$ cat src/rtl/audio_capture.sv
// -----------------------------------------------------------------------------
// audio_capture
//
// I2S receive path for the ADC (line-in) side of the Pmod I2S2. It generates
// the ADC master, bit and word clocks from the system clock, deserializes the
// ADC's serial data into signed left/right sample pairs, and raises a
// one-cycle pulse when the left channel's magnitude reaches a loudness
// threshold, so that a clap or knock can be used as a hit source.
//
// Parameters:
//   DATA_W     bits kept per channel, taken MSB-first from the 24-bit word (1..24)
//   THRESHOLD  unsigned magnitude at or above which a loud event fires
//   HOLDOFF    frames after a loud event during which loud events are suppressed
//
// Ports:
//   clk           in   system clock (100 MHz)
//   rst           in   asynchronous active-low reset
//   en_capture    in   capture enable, takes effect at the next frame start
//   audio_sdout   in   ADC serial data (changes on falling edge of adc_sck)
//   adc_mclk      out  ADC master clock, clk/4
//   adc_lrck      out  word select, clk/2048 (0 = left, 1 = right)
//   adc_sck       out  bit clock, clk/32
//   left_sample   out  last complete left sample, two's complement
//   right_sample  out  last complete right sample, two's complement
//   sample_valid  out  one-cycle pulse when both samples update
//   loud_pulse    out  one-cycle pulse coincident with sample_valid
// -----------------------------------------------------------------------------
module audio_capture #(
    parameter int                DATA_W    = 16,
    parameter logic [DATA_W-1:0] THRESHOLD = DATA_W'(20000),
    parameter int                HOLDOFF   = 8
) (
    input  logic              clk,
    input  logic              rst,
    input  logic              en_capture,
    input  logic              audio_sdout,
    output logic              adc_mclk,
    output logic              adc_lrck,
    output logic              adc_sck,
    output logic [DATA_W-1:0] left_sample,
    output logic [DATA_W-1:0] right_sample,
    output logic              sample_valid,
    output logic              loud_pulse
);

    // Last bit slot that contributes to the kept sample.
    localparam logic [4:0]        LAST_SLOT = 5'(DATA_W);
    localparam logic [DATA_W-1:0] MOST_NEG  = DATA_W'(1) << (DATA_W - 1);
    localparam logic [DATA_W-1:0] MAX_POS   = ~MOST_NEG;
    localparam logic [7:0]        HOLD_LOAD = 8'(HOLDOFF);

    // ---------------------------------------------------------------------
    // State
    // ---------------------------------------------------------------------
    logic [10:0]       cnt_q,      cnt_d;
    logic              sd_meta_q;
    logic              sd_sync_q;
    logic [DATA_W-1:0] shift_q,    shift_d;
    logic [DATA_W-1:0] shadow_q,   shadow_d;
    logic [DATA_W-1:0] left_q,     left_d;
    logic [DATA_W-1:0] right_q,    right_d;
    logic              valid_q,    valid_d;
    logic              loud_q,     loud_d;
    logic              frame_en_q, frame_en_d;
    logic [7:0]        hold_q,     hold_d;

    // ---------------------------------------------------------------------
    // Decode of the counter
    // ---------------------------------------------------------------------
    logic              strobe;
    logic [4:0]        slot;
    logic              is_right;
    logic              bit_slot;
    logic              last_slot;
    logic [DATA_W-1:0] shifted;
    logic [DATA_W-1:0] mag;
    logic              loud_hit;

    // The strobe is the cycle at which sck is about to rise; data has been
    // stable for half a bit period by then, even after the synchronizer.
    assign strobe    = (cnt_q[4:0] == 5'd15);
    assign slot      = cnt_q[9:5];
    assign is_right  = cnt_q[10];
    // Slot 0 carries the I2S one-bit delay; slots past DATA_W are the
    // truncated low bits of the ADC word.
    assign bit_slot  = strobe && (slot != 5'd0) && (slot <= LAST_SLOT);
    assign last_slot = strobe && (slot == LAST_SLOT);
    assign shifted   = (shift_q << 1) | DATA_W'(sd_sync_q);

    // Magnitude of the left sample being delivered. Negating the most
    // negative code would wrap back to itself, so it saturates instead.
    always_comb begin
        mag = shadow_q;
        if (shadow_q == MOST_NEG) begin
            mag = MAX_POS;
        end else if (shadow_q[DATA_W-1]) begin
            mag = ~shadow_q + DATA_W'(1);
        end
    end

    assign loud_hit = (mag >= THRESHOLD);

    // ---------------------------------------------------------------------
    // Next-state logic
    // ---------------------------------------------------------------------
    always_comb begin
        cnt_d      = cnt_q + 11'd1;
        shift_d    = shift_q;
        shadow_d   = shadow_q;
        left_d     = left_q;
        right_d    = right_q;
        valid_d    = 1'b0;
        loud_d     = 1'b0;
        hold_d     = hold_q;
        frame_en_d = frame_en_q;

        // Sampled on the cycle before the counter wraps so that the new
        // value governs the frame starting at cnt == 0. Right after reset
        // the counter sits at 0 without wrapping, so the first frame after
        // release is never enabled.
        if (cnt_q == 11'h7FF) begin
            frame_en_d = en_capture;
        end

        if (bit_slot) begin
            shift_d = shifted;
        end

        if (last_slot && !is_right) begin
            shadow_d = shifted;
        end

        if (last_slot && is_right && frame_en_q) begin
            left_d  = shadow_q;
            right_d = shifted;
            valid_d = 1'b1;
            if (loud_hit && (hold_q == 8'd0)) begin
                loud_d = 1'b1;
                hold_d = HOLD_LOAD;
            end else if (hold_q != 8'd0) begin
                hold_d = hold_q - 8'd1;
            end
        end
    end

    // ---------------------------------------------------------------------
    // Registers
    // ---------------------------------------------------------------------
    always_ff @(posedge clk or negedge rst) begin
        if (!rst) begin
            cnt_q      <= '0;
            sd_meta_q  <= 1'b0;
            sd_sync_q  <= 1'b0;
            shift_q    <= '0;
            shadow_q   <= '0;
            left_q     <= '0;
            right_q    <= '0;
            valid_q    <= 1'b0;
            loud_q     <= 1'b0;
            hold_q     <= '0;
            frame_en_q <= 1'b0;
        end else begin
            cnt_q      <= cnt_d;
            sd_meta_q  <= audio_sdout;
            sd_sync_q  <= sd_meta_q;
            shift_q    <= shift_d;
            shadow_q   <= shadow_d;
            left_q     <= left_d;
            right_q    <= right_d;
            valid_q    <= valid_d;
            loud_q     <= loud_d;
            hold_q     <= hold_d;
            frame_en_q <= frame_en_d;
        end
    end

    // Clocks come straight from counter flops, so they are glitch-free.
    assign adc_mclk     = cnt_q[1];
    assign adc_sck      = cnt_q[4];
    assign adc_lrck     = cnt_q[10];
    assign left_sample  = left_q;
    assign right_sample = right_q;
    assign sample_valid = valid_q;
    assign loud_pulse   = loud_q;

endmodule

$ cat config.mk
export PLATFORM = sky130hd
export DESIGN_NAME = audio_capture
export DESIGN_NICKNAME = d
export VERILOG_FILES = /design/src/rtl/audio_capture.sv
export SDC_FILE = /design/constraint.sdc
export NUM_CORES = 1
export LEC_CHECK = 0
export ABC_AREA = 1
export CELL_PAD_IN_SITES_DETAIL_PLACEMENT = 1
export CELL_PAD_IN_SITES_GLOBAL_PLACEMENT = 1
export CORE_MARGIN = 3
export CORE_UTILIZATION = 38
export CTS_CLUSTER_DIAMETER = 120
export CTS_CLUSTER_SIZE = 28
export DETAILED_ROUTE_END_ITERATION = 7
export PLACE_DENSITY_LB_ADDON = 0.15
export SLEW_MARGIN = 5
export SYNTH_ARGS = -nofsm -noshare
export SYNTH_HDL_FRONTEND = slang
export SYNTH_SLANG_ARGS = --single-unit
$ cat constraint.sdc
create_clock -name clk -period 1.7 [get_ports clk]
set_input_delay 0.17 -clock clk [delete_from_list [all_inputs] [get_ports clk]]
set_output_delay 0.17 -clock clk [all_outputs]
set_load 0.01 [all_outputs]
Word-level counts from Yosys, hierarchy flattened
Cells that the tools add are included.

Flip-flop bits (word level): 87. Output and inout bits: 37. Bits of input ports: 4.

Order comparisons: 2. Add/subtract/negate cells: 3. Bitwise gates (word level): 2. Reduce and logical (&&, ||, !) cells: 13. Equal/unequal tests: 4. Muxes and demuxes: 7.

Operators with widths (count): two-way mux 16 bit (2); adder 16 x 1 -> 16 bit, second input constant (1); == test 16 bit, second input constant (1); greater-or-equal comparator 16 x 15 -> 1 bit, second input constant (1); two-way mux 8 bit (2); inverter 16 bit (1); OR 16 x 1 -> 16 bit (1); adder 11 x 1 -> 11 bit, second input constant (1); == test 11 bit, second input constant (1); logical NOT 8 bit (1); nonzero test 8 bit (1); subtractor 8 x 1 -> 8 bit, second input constant (1); logical AND 1 bit (7); == test 5 x 4 -> 1 bit, second input constant (1); == test 5 bit, second input constant (1); <= comparator 5 bit, second input constant (1); nonzero test 5 bit (1); two-way mux 1 bit (3); AND reduction 2 bit (1); nonzero test 2 bit (1); logical NOT 1 bit (1).

Longest topological paths before layout
Gate-level depths: netlist of the first run.

Depth in word-level cells: 8. Depth in mapped cells: 15. Gate-level depth less buffers: 15.

Worst setup path after synthesis of the first run
Ideal clock, no wire load.

Kind: flip-flop to flip-flop. Start point: register cnt_q[1]. End point: register left_q[0], in the netlist left_sample[0]. Cell stages (with the launch flop): 11. Arrival time: 1610 ps. Period minus slack after synthesis: 1741 ps. Path slack: -41 ps. Cells stage by stage: dfrtp_1 ha_1 nand3_1 inv_1 ha_1 nand3_1 nor3_2 inv_2 clkbuf_1 nand2_1 o21ai_1.

Longest elaborated chain between the ends: 4.

Ends and longest elaborated chain: start: declaration (line 55) `logic [10:0] cnt_q, cnt_d;`; start signal: assignment (line 163) `cnt_q <= cnt_d;`; == test 5 x 4 -> 1 bit (line 81) `assign strobe = (cnt_q[4:0] == 5'd15);`; logical AND 1 bit (line 87) `assign last_slot = strobe && (slot == LAST_SLOT);`; logical AND 1 bit (2 in a row) (line 133) `if (last_slot && is_right && frame_en_q) begin`; end signal: assignment (line 168) `left_q <= left_d;`; end: declaration (line 60) `logic [DATA_W-1:0] left_q, left_d;`.

Every way passes these cells. A chain may end at the register's enable or synchronous reset.

Worst setup path after layout of the first run
Start point: register shadow_q[5]. End point: register hold_q[5].

Longest elaborated chain between the ends: 8.

Ends and longest elaborated chain: start: declaration (line 59) `logic [DATA_W-1:0] shadow_q, shadow_d;`; start signal: assignment (line 167) `shadow_q <= shadow_d;`; inverter 16 bit (line 97) `mag = ~shadow_q + DATA_W'(1);`; adder 16 x 1 -> 16 bit (line 97); two-way mux 16 bit (line 96) `end else if (shadow_q[DATA_W-1]) begin`; two-way mux 16 bit * (line 94) `if (shadow_q == MOST_NEG) begin`; greater-or-equal comparator 16 x 15 -> 1 bit * (line 101) `assign loud_hit = (mag >= THRESHOLD);`; logical AND 1 bit * (line 137) `if (loud_hit && (hold_q == 8'd0)) begin`; nonzero test 2 bit (no source line); AND reduction 2 bit (no source line); end signal: assignment (line 172) `hold_q <= hold_d;`; end: declaration (line 65) `logic [7:0] hold_q, hold_d;`.

Mark *: on every way between the ends. The rest lies on a longest branch, timed or not.

==> report_table.html, run 1 <==
<table>
<tr><th>Metric</th><th>Value</th></tr>
<tr><th colspan="2">Critical path</th></tr>
<tr><td>Required time at the worst-slack endpoint</td><td>1.99 ns</td></tr>
<tr><td>CP arrival</td><td>2.23 ns</td></tr>
<tr><td>CP Max Fanout</td><td>6</td></tr>
<tr><td>CP Class</td><td>reg -&gt; reg</td></tr>
<tr><td>Highest cell delay on the worst timing path</td><td>0.46 ns</td></tr>
<tr><td>Most common cell type on the critical path</td><td>sky130_fd_sc_hd__nand2_1</td></tr>
<tr><td>Element type at the critical path start</td><td>register</td></tr>
<tr><td>Ordered list of cells on the worst path</td><td>nor2_2 &gt; nand3_4 &gt; nand2_1 &gt; nand2_1 &gt; nand2_1 &gt; inv_1 &gt; nor2_1 &gt; nand3_2 &gt; nand3_4 &gt; nand3_4 &gt; nand2_4 &gt; nand2_1 &gt; o21ai_2</td></tr>
<tr><td>Standard cell with the maximum stage delay on the critical path</td><td>sky130_fd_sc_hd__dfrtp_2</td></tr>
<tr><td>Endpoint type of the worst setup path</td><td>register</td></tr>
<tr><th colspan="2">STA</th></tr>
<tr><td>Count of endpoints failing setup in the final report</td><td>57</td></tr>
<tr><td>Worst slew slack as a fraction of its limit</td><td>74.5%</td></tr>
<tr><td>Unrepaired setup endpoints after global routing</td><td>true</td></tr>
<tr><td>Post-route fraction of the period consumed by the critical path</td><td>114%</td></tr>
<tr><td>Transition time at the pin with the least slew margin</td><td>~0.38 ns</td></tr>
<tr><td>Final worst-path setup slack</td><td>-0.236 ns</td></tr>
<tr><td>Max Slew Vio Count</td><td>0</td></tr>
<tr><td>Worst clock skew</td><td>between 0.01 and 0.015 ns</td></tr>
<tr><td>Number of hold violations in the final report</td><td>0</td></tr>
<tr><td>Final critical path time including I/O delays and setup</td><td>1.94 ns</td></tr>
<tr><td>F_max</td><td>516 MHz</td></tr>
<tr><td>Setup TNS Final</td><td>-7.98 ns</td></tr>
<tr><th colspan="2">Power and ir drop</th></tr>
<tr><td>Maximum vdd ir drop</td><td>366 uV</td></tr>
<tr><td>Clock Power Share</td><td>40.7%</td></tr>
<tr><td>Post-route total power</td><td>~3600 uW</td></tr>
<tr><td>Sequential Power Share</td><td>57.4%</td></tr>
<tr><td>Ratio of total power to cell area</td><td>just over 600 nW/um2</td></tr>
<tr><td>Fraction of power consumed by combinational cells</td><td>between 1.5 and 2%</td></tr>
<tr><td>Static power due to leakage</td><td>0.00284 uW</td></tr>
<tr><td>Switching fraction of total power</td><td>between 20% and 30%</td></tr>
<tr><td>Sw power</td><td>between 900 and 1000 uW</td></tr>
<tr><td>Internal</td><td>roughly 2700 uW</td></tr>
<tr><th colspan="2">Logic synthesis</th></tr>
<tr><td>Leading post-synthesis cells by cell area</td><td>sky130_fd_sc_hd__dfrtp_1 57%, sky130_fd_sc_hd__nand2_1 13%, sky130_fd_sc_hd__o21ai_0 5.2%, sky130_fd_sc_hd__inv_1 4.6%, sky130_fd_sc_hd__o21ai_1 3.5%</td></tr>
<tr><td>Combined area of all synthesized cells</td><td>3820 um2</td></tr>
<tr><td>Synthesis-stage register bit count</td><td>87</td></tr>
<tr><td>Mean instance size in the synthesized netlist</td><td>~8.7 um2</td></tr>
<tr><td>Yosys synthesis warning count</td><td>0</td></tr>
<tr><td>Area fraction of the dominant cell type after synthesis</td><td>between 50 and 60%</td></tr>
<tr><td>Sequential share of the synthesized area</td><td>57.0%</td></tr>
<tr><td>Top cell type by total area after synthesis</td><td>sky130_fd_sc_hd__dfrtp_1</td></tr>
<tr><td>Gate count after technology mapping</td><td>441</td></tr>
<tr><td>Count of different cell masters after synthesis</td><td>27</td></tr>
<tr><td>Number of nets produced by synthesis</td><td>roughly 450</td></tr>
<tr><th colspan="2">Clock tree</th></tr>
<tr><td>Register clock-pin slew on the reported worst setup and hold paths</td><td>0.11 ns</td></tr>
<tr><td>Level count of the clock H-tree</td><td>3</td></tr>
<tr><td>Clock tree from TritonCTS</td><td>yes</td></tr>
<tr><td>CTS root buffer</td><td>sky130_fd_sc_hd__clkbuf_8</td></tr>
<tr><td>Worst-skew pair later-pin latency</td><td>0.37 ns</td></tr>
<tr><td>Clock sink count</td><td>87</td></tr>
<tr><td>TritonCTS Buffers</td><td>9</td></tr>
<tr><td>Max Buffers Root-to-Sink</td><td>2</td></tr>
<tr><th colspan="2">Cells and area</th></tr>
<tr><td>Sequential cell area in the final layout</td><td>2180 um2</td></tr>
<tr><td>P&amp;R area growth vs syn</td><td>55.2%</td></tr>
<tr><td>Filler cell count</td><td>1064</td></tr>
<tr><td>Fraction of final layout cells with drive strength greater than 1</td><td>a little over 40%</td></tr>
<tr><td>Antenna diode instance count</td><td>0</td></tr>
<tr><td>Core utilization of the finished layout</td><td>62.4%</td></tr>
<tr><td>Total area of multi-input combinational cells</td><td>1920 um2</td></tr>
<tr><td>Number of nets in the layout</td><td>566</td></tr>
<tr><th colspan="2">Detailed routing</th></tr>
<tr><td>First-pass iteration count of the detailed router</td><td>4</td></tr>
<tr><td>Final routed DRC violation total</td><td>0</td></tr>
<tr><td>Post-detailed-route wirelength per cell</td><td>19.7 um</td></tr>
<tr><td>Count of antenna-violating nets left after detailed routing</td><td>0</td></tr>
<tr><td>Detailed Route Iter0 Violations</td><td>between 150 and 200</td></tr>
<tr><td>Routed WL</td><td>13.6 mm</td></tr>
<tr><td>Via/cell ratio</td><td>between 5 and 6</td></tr>
<tr><td>Total number of vias</td><td>3593</td></tr>
<tr><th colspan="2">Min path</th></tr>
<tr><td>Worst hold path type</td><td>in -&gt; reg</td></tr>
<tr><th colspan="2">GRT</th></tr>
<tr><td>First-pass GRT wire length</td><td>around 18 mm</td></tr>
<tr><td>Total Routing Usage GR</td><td>19.6%</td></tr>
<tr><td>Total gr overflow</td><td>0</td></tr>
<tr><td>Initial antenna violation count</td><td>0</td></tr>
<tr><td>Number of global-route vias before repair</td><td>about 3600</td></tr>
<tr><td>Largest net degree at the start of global routing</td><td>38</td></tr>
<tr><th colspan="2">Floorplan</th></tr>
<tr><td>Die height</td><td>106 um</td></tr>
<tr><td>Standard-cell row count</td><td>35</td></tr>
<tr><td>Effective utilization at floorplan</td><td>40.2%</td></tr>
<tr><td>Core Footprint</td><td>around 9500 um2</td></tr>
<tr><td>Die Outline Area</td><td>11300 um2</td></tr>
<tr><td>Chip Width</td><td>106 um</td></tr>
<tr><td>Ports placed on the boundary</td><td>slightly above 40</td></tr>
<tr><th colspan="2">Outcome</th></tr>
<tr><td>Failing checks</td><td>setup timing</td></tr>
<tr><td>Result of the run</td><td>complete, but fails checks</td></tr>
<tr><th colspan="2">Place</th></tr>
<tr><td>Number of input and output port buffers inserted</td><td>40</td></tr>
<tr><td>Routability congestion estimate from global placement</td><td>0.807</td></tr>
<tr><td>Dpl hpwl</td><td>6.73 mm</td></tr>
<tr><th colspan="2">Job</th></tr>
<tr><td>Number of maximum-capacitance constraint violations</td><td>0</td></tr>
</table>
-- flip-flops by register name, indices dropped and copies added, names as in the netlist, 8 cells and up --
signal        flops
cnt_q            11
hold_q            8
left_sample      16
right_sample     16
shadow_q         16
shift_q          15
-- cell usage in the layout, fill, tap and decap left out, types with 7 or more instances in the layout --
cell	count
sky130_fd_sc_hd__o21ai_1	42
sky130_fd_sc_hd__nand3_1	9
sky130_fd_sc_hd__o21ai_2	21
sky130_fd_sc_hd__clkbuf_16	7
sky130_fd_sc_hd__nand3_2	9
sky130_fd_sc_hd__nor2_2	7
sky130_fd_sc_hd__buf_12	7
sky130_fd_sc_hd__nand2_1	78
sky130_fd_sc_hd__nand2_4	21
sky130_fd_sc_hd__nor2_4	7
sky130_fd_sc_hd__nor2_1	12
sky130_fd_sc_hd__xor2_1	10
sky130_fd_sc_hd__clkdlybuf4s50_1	39
sky130_fd_sc_hd__inv_2	7
sky130_fd_sc_hd__inv_1	43
sky130_fd_sc_hd__dfrtp_1	81
sky130_fd_sc_hd__clkbuf_8	10
sky130_fd_sc_hd__buf_6	9
sky130_fd_sc_hd__nand2_2	39
sky130_fd_sc_hd__buf_4	54
-- routing by layer --
metal | GRT usage, % | part of all wire (%) | vias up
met4 | 6.85 | 3.1 | 0
li1 | - | - | 1634
met1 | 25.7 | 40 | 1825
met5 | 0 | 0 | -
met3 | 3.58 | 4.1 | 36
met2 | 32.8 | 52 | 98
-- through the flow --
stage,cell area (um2),cells,worst slack [ns],hold WS (ns)
after floorplan,3880,441,0.00654,-0.126
after detailed placement,4750,639,-0.225,0.116
after global placement,4750,639,-0.127,0.113
final,5930,692,-0.236,0.223
after global routing,5930,692,-0.337,0.220
after CTS,5240,668,-0.101,0.219
-- power groups by stage --
stage / clock [uW] / combinational (uW) / sequential, uW
final: 1470 / 66.7 / 2070
after global routing: 1610 / 77.0 / 2080
after CTS: 1490 / 67.8 / 2070
after detailed placement: 0 / 66.0 / 2120
after global placement: 0 / 65.5 / 2120
after floorplan: 0 / 4.11 / 2120
-- repair_timing --
item                                   CTS  global route
endpoints found under the hold margin   24             0
hold buffers                             1             0
gates resized for setup                 57           132
cloned                                   2            11
setup buffers                           10            13
setup endpoints to repair               57            63
pin swaps                               25            18
-- worst max-delay path, delay by kind of cell, from the launching register on --
kind	cells	cell delay [ns]
buf+inv	1	0.06
compound gates	1	0.05
simple gates	11	1.29
flops	1	0.46
-- synthesized netlist by cell type --
cell,count
sky130_fd_sc_hd__and3_1,1
sky130_fd_sc_hd__nand4_1,1
sky130_fd_sc_hd__ha_1,4
sky130_fd_sc_hd__nor2_4,1
sky130_fd_sc_hd__inv_1,47
sky130_fd_sc_hd__a31oi_1,1
sky130_fd_sc_hd__o21ai_0,40
sky130_fd_sc_hd__buf_2,3
sky130_fd_sc_hd__nor3_2,3
sky130_fd_sc_hd__nor3_1,5
sky130_fd_sc_hd__nand2_2,1
sky130_fd_sc_hd__buf_6,1
sky130_fd_sc_hd__o21ai_1,27
sky130_fd_sc_hd__nand3_1,19
sky130_fd_sc_hd__nand2_1,137
sky130_fd_sc_hd__nor2_2,5
sky130_fd_sc_hd__nand3_2,3
sky130_fd_sc_hd__clkbuf_1,10
sky130_fd_sc_hd__a21oi_1,3
sky130_fd_sc_hd__clkbuf_2,1
sky130_fd_sc_hd__nor2_1,20
sky130_fd_sc_hd__xnor2_1,2
sky130_fd_sc_hd__xor2_1,10
sky130_fd_sc_hd__dfrtp_1,87
sky130_fd_sc_hd__nor4_1,1
sky130_fd_sc_hd__o21ai_2,4
sky130_fd_sc_hd__inv_2,4
-- final timing paths --
kind | start | to | slack, ns | cells past startpoint
worst max register to register | shadow_q[5] | hold_q[5] | -0.24 | 13
min in group asynchronous | rst | left_sample[1] | 0.26 | 2
worst min register to register | sd_meta_q | sd_sync_q | 0.36 | 0
worst max-delay path | shadow_q[5] | hold_q[5] | -0.24 | 13
worst min-delay path | audio_sdout | sd_meta_q | 0.22 | 1
max in group asynchronous | rst | shadow_q[1] | 0.88 | 3
-- logic make-up (layout without fill, tap and decap cells) --
group	Yosys count	in the layout	synth area share, %
AND/OR/NAND/NOR	197	198	21.9
flip-flops	87	87	57.0
XOR/XNOR	12	12	2.75
adder cells (fa/ha/maj)	4	4	1.31
AO/OA/AOI/OAI	75	75	10.2
buffers and inverters	66	187	6.81
-- layout make-up --
class | instances | area share, %
Sequential cell | 87 | 36.8
Timing Repair Buffer | 119 | 21.3
Clock inverter | 6 | 0.928
Tap cell | 129 | 2.72
Inverter | 51 | 3.31
Timing Repair inverter | 1 | 0.105
Multi-Input combinational cell | 289 | 32.4
Clock buffer | 10 | 2.32
No activity file was read; power rests on OpenSTA's default activity.
==> run 2: changes to the inputs <==
--- a/config.mk
+++ b/config.mk
@@ -9,7 +9,7 @@
 export CELL_PAD_IN_SITES_DETAIL_PLACEMENT = 1
 export CELL_PAD_IN_SITES_GLOBAL_PLACEMENT = 1
 export CORE_MARGIN = 3
-export CORE_UTILIZATION = 38
+export CORE_UTILIZATION = 42
 export CTS_CLUSTER_DIAMETER = 120
 export CTS_CLUSTER_SIZE = 28
 export DETAILED_ROUTE_END_ITERATION = 7
==> constraint.sdc (replaced) <==
create_clock -name clk -period 2.1 [get_ports clk]
set_input_delay 0.21 -clock clk [delete_from_list [all_inputs] [get_ports clk]]
set_output_delay 0.21 -clock clk [all_outputs]
set_load 0.01 [all_outputs]
==> run 2 against run 1 <==
Compared with the run above:
- routed wire length fell by 35%
- critical path type unchanged
- clock skew fell by 0.0040 ns
- register-to-register slack improved by 0.47 ns
- the run now ends clean
- sequential power shrank 19%
- maximum frequency up 3.5%
==> report_table.html, run 2 (synthesis results as in run 1) <==
<table>
<tr><th>Metric</th><th>Value</th></tr>
<tr><th colspan="2">Outcome</th></tr>
<tr><td>Result of the run</td><td>finished clean</td></tr>
<tr><th colspan="2">Power and ir drop</th></tr>
<tr><td>Static power due to leakage</td><td>0.00223 uW (-22%)</td></tr>
<tr><td>Clock Power Share</td><td>41.9% (+1.2 points)</td></tr>
<tr><td>Internal</td><td>2290 uW (-15%)</td></tr>
<tr><td>Sw power</td><td>685 uW (-25%)</td></tr>
<tr><td>Maximum vdd ir drop</td><td>344 uV (-5.9%)</td></tr>
<tr><td>Sequential Power Share</td><td>56.5% (-0.9 points)</td></tr>
<tr><td>Switching fraction of total power</td><td>23.0% (-2.2 points)</td></tr>
<tr><td>Fraction of power consumed by combinational cells</td><td>1.6% (-0.2 points)</td></tr>
<tr><td>Ratio of total power to cell area</td><td>641 nW/um2 (+5.2%)</td></tr>
<tr><th colspan="2">Floorplan</th></tr>
<tr><td>Die Outline Area</td><td>10300 um2 (-9.0%)</td></tr>
<tr><td>Effective utilization at floorplan</td><td>43.6% (+3.4 points)</td></tr>
<tr><td>Chip Width</td><td>101 um (-4.6%)</td></tr>
<tr><td>Ports placed on the boundary</td><td>41 (unchanged)</td></tr>
<tr><td>Core Footprint</td><td>8760 um2 (-7.8%)</td></tr>
<tr><td>Standard-cell row count</td><td>34 (-2.9%)</td></tr>
<tr><td>Die height</td><td>101 um (-4.6%)</td></tr>
<tr><th colspan="2">Critical path</th></tr>
<tr><td>CP Max Fanout</td><td>6 (unchanged)</td></tr>
<tr><td>Endpoint type of the worst setup path</td><td>register</td></tr>
<tr><td>CP Class</td><td>reg -&gt; reg</td></tr>
<tr><td>Required time at the worst-slack endpoint</td><td>2.39 ns (+0.40 ns)</td></tr>
<tr><td>CP arrival</td><td>2.16 ns (-0.07 ns)</td></tr>
<tr><td>Element type at the critical path start</td><td>register</td></tr>
<tr><th colspan="2">STA</th></tr>
<tr><td>Transition time at the pin with the least slew margin</td><td>0.550 ns (+0.169 ns)</td></tr>
<tr><td>Final critical path time including I/O delays and setup</td><td>1.87 ns (-0.0650 ns)</td></tr>
<tr><td>Count of endpoints failing setup in the final report</td><td>0 (-100%)</td></tr>
<tr><td>Worst slew slack as a fraction of its limit</td><td>63.0% (-12 points)</td></tr>
<tr><td>Setup TNS Final</td><td>0 ns (+7.98 ns)</td></tr>
<tr><td>F_max</td><td>534 MHz (+3.5%)</td></tr>
<tr><td>Worst clock skew</td><td>0.00940 ns (-0.00402 ns)</td></tr>
<tr><td>Post-route fraction of the period consumed by the critical path</td><td>89.1% (-25 points)</td></tr>
<tr><td>Max Slew Vio Count</td><td>0 (unchanged)</td></tr>
<tr><td>Number of hold violations in the final report</td><td>0 (unchanged)</td></tr>
<tr><td>Final-layout worst hold slack</td><td>0.286 ns (+0.0630 ns)</td></tr>
<tr><th colspan="2">Min path</th></tr>
<tr><td>Worst hold path type</td><td>in -&gt; reg</td></tr>
<tr><th colspan="2">Cells and area</th></tr>
<tr><td>Antenna diode instance count</td><td>0 (unchanged)</td></tr>
<tr><td>Number of nets in the layout</td><td>497 (-12%)</td></tr>
<tr><td>Fraction of final layout cells with drive strength greater than 1</td><td>10.7% (-30 points)</td></tr>
<tr><td>Commonest cells after routing, fill and taps aside</td><td>136 x sky130_fd_sc_hd__nand2_1, 86 x sky130_fd_sc_hd__dfrtp_1, 47 x sky130_fd_sc_hd__inv_1, 39 x sky130_fd_sc_hd__o21ai_0, 39 x sky130_fd_sc_hd__clkdlybuf4s50_1</td></tr>
<tr><td>Total area of multi-input combinational cells</td><td>1410 um2 (-27%)</td></tr>
<tr><td>Sequential cell area in the final layout</td><td>2180 um2 (-0.29%)</td></tr>
<tr><td>P&amp;R area growth vs syn</td><td>21.5%</td></tr>
<tr><td>Core utilization of the finished layout</td><td>53.0% (-9.4 points)</td></tr>
<tr><td>Filler cell count</td><td>1030 (-3.2%)</td></tr>
<tr><td>Commonest non-fill, non-tap cell in the layout</td><td>sky130_fd_sc_hd__nand2_1</td></tr>
<tr><th colspan="2">Detailed routing</th></tr>
<tr><td>Total number of vias</td><td>3011 (-16%)</td></tr>
<tr><td>Routed WL</td><td>8.79 mm (-35%)</td></tr>
<tr><td>Post-detailed-route wirelength per cell</td><td>14.6 um (-26%)</td></tr>
<tr><td>First-pass iteration count of the detailed router</td><td>5 (+1)</td></tr>
<tr><td>Final routed DRC violation total</td><td>0 (unchanged)</td></tr>
<tr><td>Via/cell ratio</td><td>5.00 (-3.7%)</td></tr>
<tr><td>Count of antenna-violating nets left after detailed routing</td><td>0 (unchanged)</td></tr>
<tr><td>Detailed Route Iter0 Violations</td><td>54 (-71%)</td></tr>
<tr><th colspan="2">GRT</th></tr>
<tr><td>Total Routing Usage GR</td><td>19.3% (-0.31 points)</td></tr>
<tr><td>Largest net degree at the start of global routing</td><td>63 (+66%)</td></tr>
<tr><td>First-pass GRT wire length</td><td>15.6 mm (-12%)</td></tr>
<tr><td>Number of global-route vias before repair</td><td>3188 (-11%)</td></tr>
<tr><td>Initial antenna violation count</td><td>0 (unchanged)</td></tr>
<tr><td>Total gr overflow</td><td>0 (unchanged)</td></tr>
<tr><th colspan="2">Clock tree</th></tr>
<tr><td>Worst-skew pair later-pin latency</td><td>0.35 ns (-0.02 ns)</td></tr>
<tr><td>TritonCTS Buffers</td><td>9 (unchanged)</td></tr>
<tr><td>Level count of the clock H-tree</td><td>3 (unchanged)</td></tr>
<tr><td>Clock tree from TritonCTS</td><td>yes</td></tr>
<tr><td>Clock sink count</td><td>87 (unchanged)</td></tr>
<tr><td>Max Buffers Root-to-Sink</td><td>2 (unchanged)</td></tr>
<tr><td>Register clock-pin slew on the reported worst setup and hold paths</td><td>0.09 ns (-0.02 ns)</td></tr>
<tr><td>CTS root buffer</td><td>sky130_fd_sc_hd__clkbuf_8</td></tr>
<tr><th colspan="2">Place</th></tr>
<tr><td>Number of input and output port buffers inserted</td><td>40 (unchanged)</td></tr>
<tr><td>Routability congestion estimate from global placement</td><td>0.873 (+8.2%)</td></tr>
<tr><td>Dpl hpwl</td><td>6.44 mm (-4.3%)</td></tr>
<tr><th colspan="2">Job</th></tr>
<tr><td>Number of maximum-capacitance constraint violations</td><td>0 (unchanged)</td></tr>
</table>
-- run 2: metal layers --
| layer | vias up | GRT usage [%] | wire, um |
|---|---|---|---|
| met5 | - | 0 | 0 |
| met3 | 12 | 4.27 | 236 |
| met1 | 1478 | 25.3 | 4160 |
| li1 | 1487 | - | - |
| met4 | 0 | 5.73 | 121 |
| met2 | 34 | 32.2 | 4270 |
-- run 2: worst paths after layout --
| path | start | endpoint | slack, ns | depth (start not counted) |
|---|---|---|---|---|
| min in group asynchronous | rst | left_sample[13] | 0.34 | 2 |
| min reg2reg | sd_meta_q | sd_sync_q | 0.36 | 0 |
| max reg2reg | shadow_q[0] | hold_q[5] | 0.23 | 14 |
| min | audio_sdout | sd_meta_q | 0.29 | 1 |
| max in group asynchronous | rst | left_sample[3] | 1.16 | 3 |
| max | shadow_q[0] | hold_q[5] | 0.23 | 14 |
-- run 2: area by class of cell --
class,instances,area share [%]
clock buffers,10,2.96
clock inverters,6,1.59
inverters,51,4.12
multi-input cells,288,30.4
flip-flops and latches,87,46.9
well taps,108,2.91
repair buffers,52,11.1
-- run 2: metrics by stage --
step,cell area [um2],power [uW],setup WS (ns),instances
3_5_place_dp,4380,1760,0.159,583
6_report,4640,2970,0.229,602
2_1_floorplan,3820,1720,0.359,441
4_1_cts,4600,3010,0.131,600
5_1_grt,4640,3090,-0.00249,602
3_3_place_gp,4380,1760,0.201,583
-- run 2: what timing repair did --
action,CTS,global route
hold endpoints to repair,32,0
hold buffers,1,0
resized for setup,0,7
buffers inserted,0,2
setup endpoints to repair,0,42
-- run 2: power groups by stage --
stage          combinational (uW)  clock, uW  sequential, uW
3_5_place_dp                 50.2          0            1710
2_1_floorplan                2.99          0            1710
3_3_place_gp                 49.5          0            1710
6_report                     48.9       1250            1680
4_1_cts                      52.0       1280            1680
5_1_grt                      57.1       1350            1680
-- run 2: critical path: stages (launching register included) --
cell and delay [ns]:
sky130_fd_sc_hd__dfrtp_1 0.40, sky130_fd_sc_hd__inv_1 0.12, sky130_fd_sc_hd__ha_1 0.18, sky130_fd_sc_hd__nand3_2 0.15, sky130_fd_sc_hd__nand2_1 0.10, sky130_fd_sc_hd__nand2_1 0.05, sky130_fd_sc_hd__nand2_1 0.05, sky130_fd_sc_hd__inv_1 0.04
sky130_fd_sc_hd__nor2_1 0.11, sky130_fd_sc_hd__nand3_1 0.11, sky130_fd_sc_hd__nand3_2 0.10, sky130_fd_sc_hd__nand2_1 0.08, sky130_fd_sc_hd__nand2_2 0.13, sky130_fd_sc_hd__nand2_1 0.09, sky130_fd_sc_hd__o21ai_2 0.12
==> run 3: changes to the inputs <==
==> constraint.sdc (replaced) <==
create_clock -name clk -period 2.1 [get_ports clk]
set_input_delay 0.21 -clock clk [delete_from_list [all_inputs] [get_ports clk]]
set_output_delay 0.21 -clock clk [all_outputs]
set_load 0.05 [all_outputs]
==> results of run 3 <==
No change in the layout: final DEF, timing and power equal those of run 2.
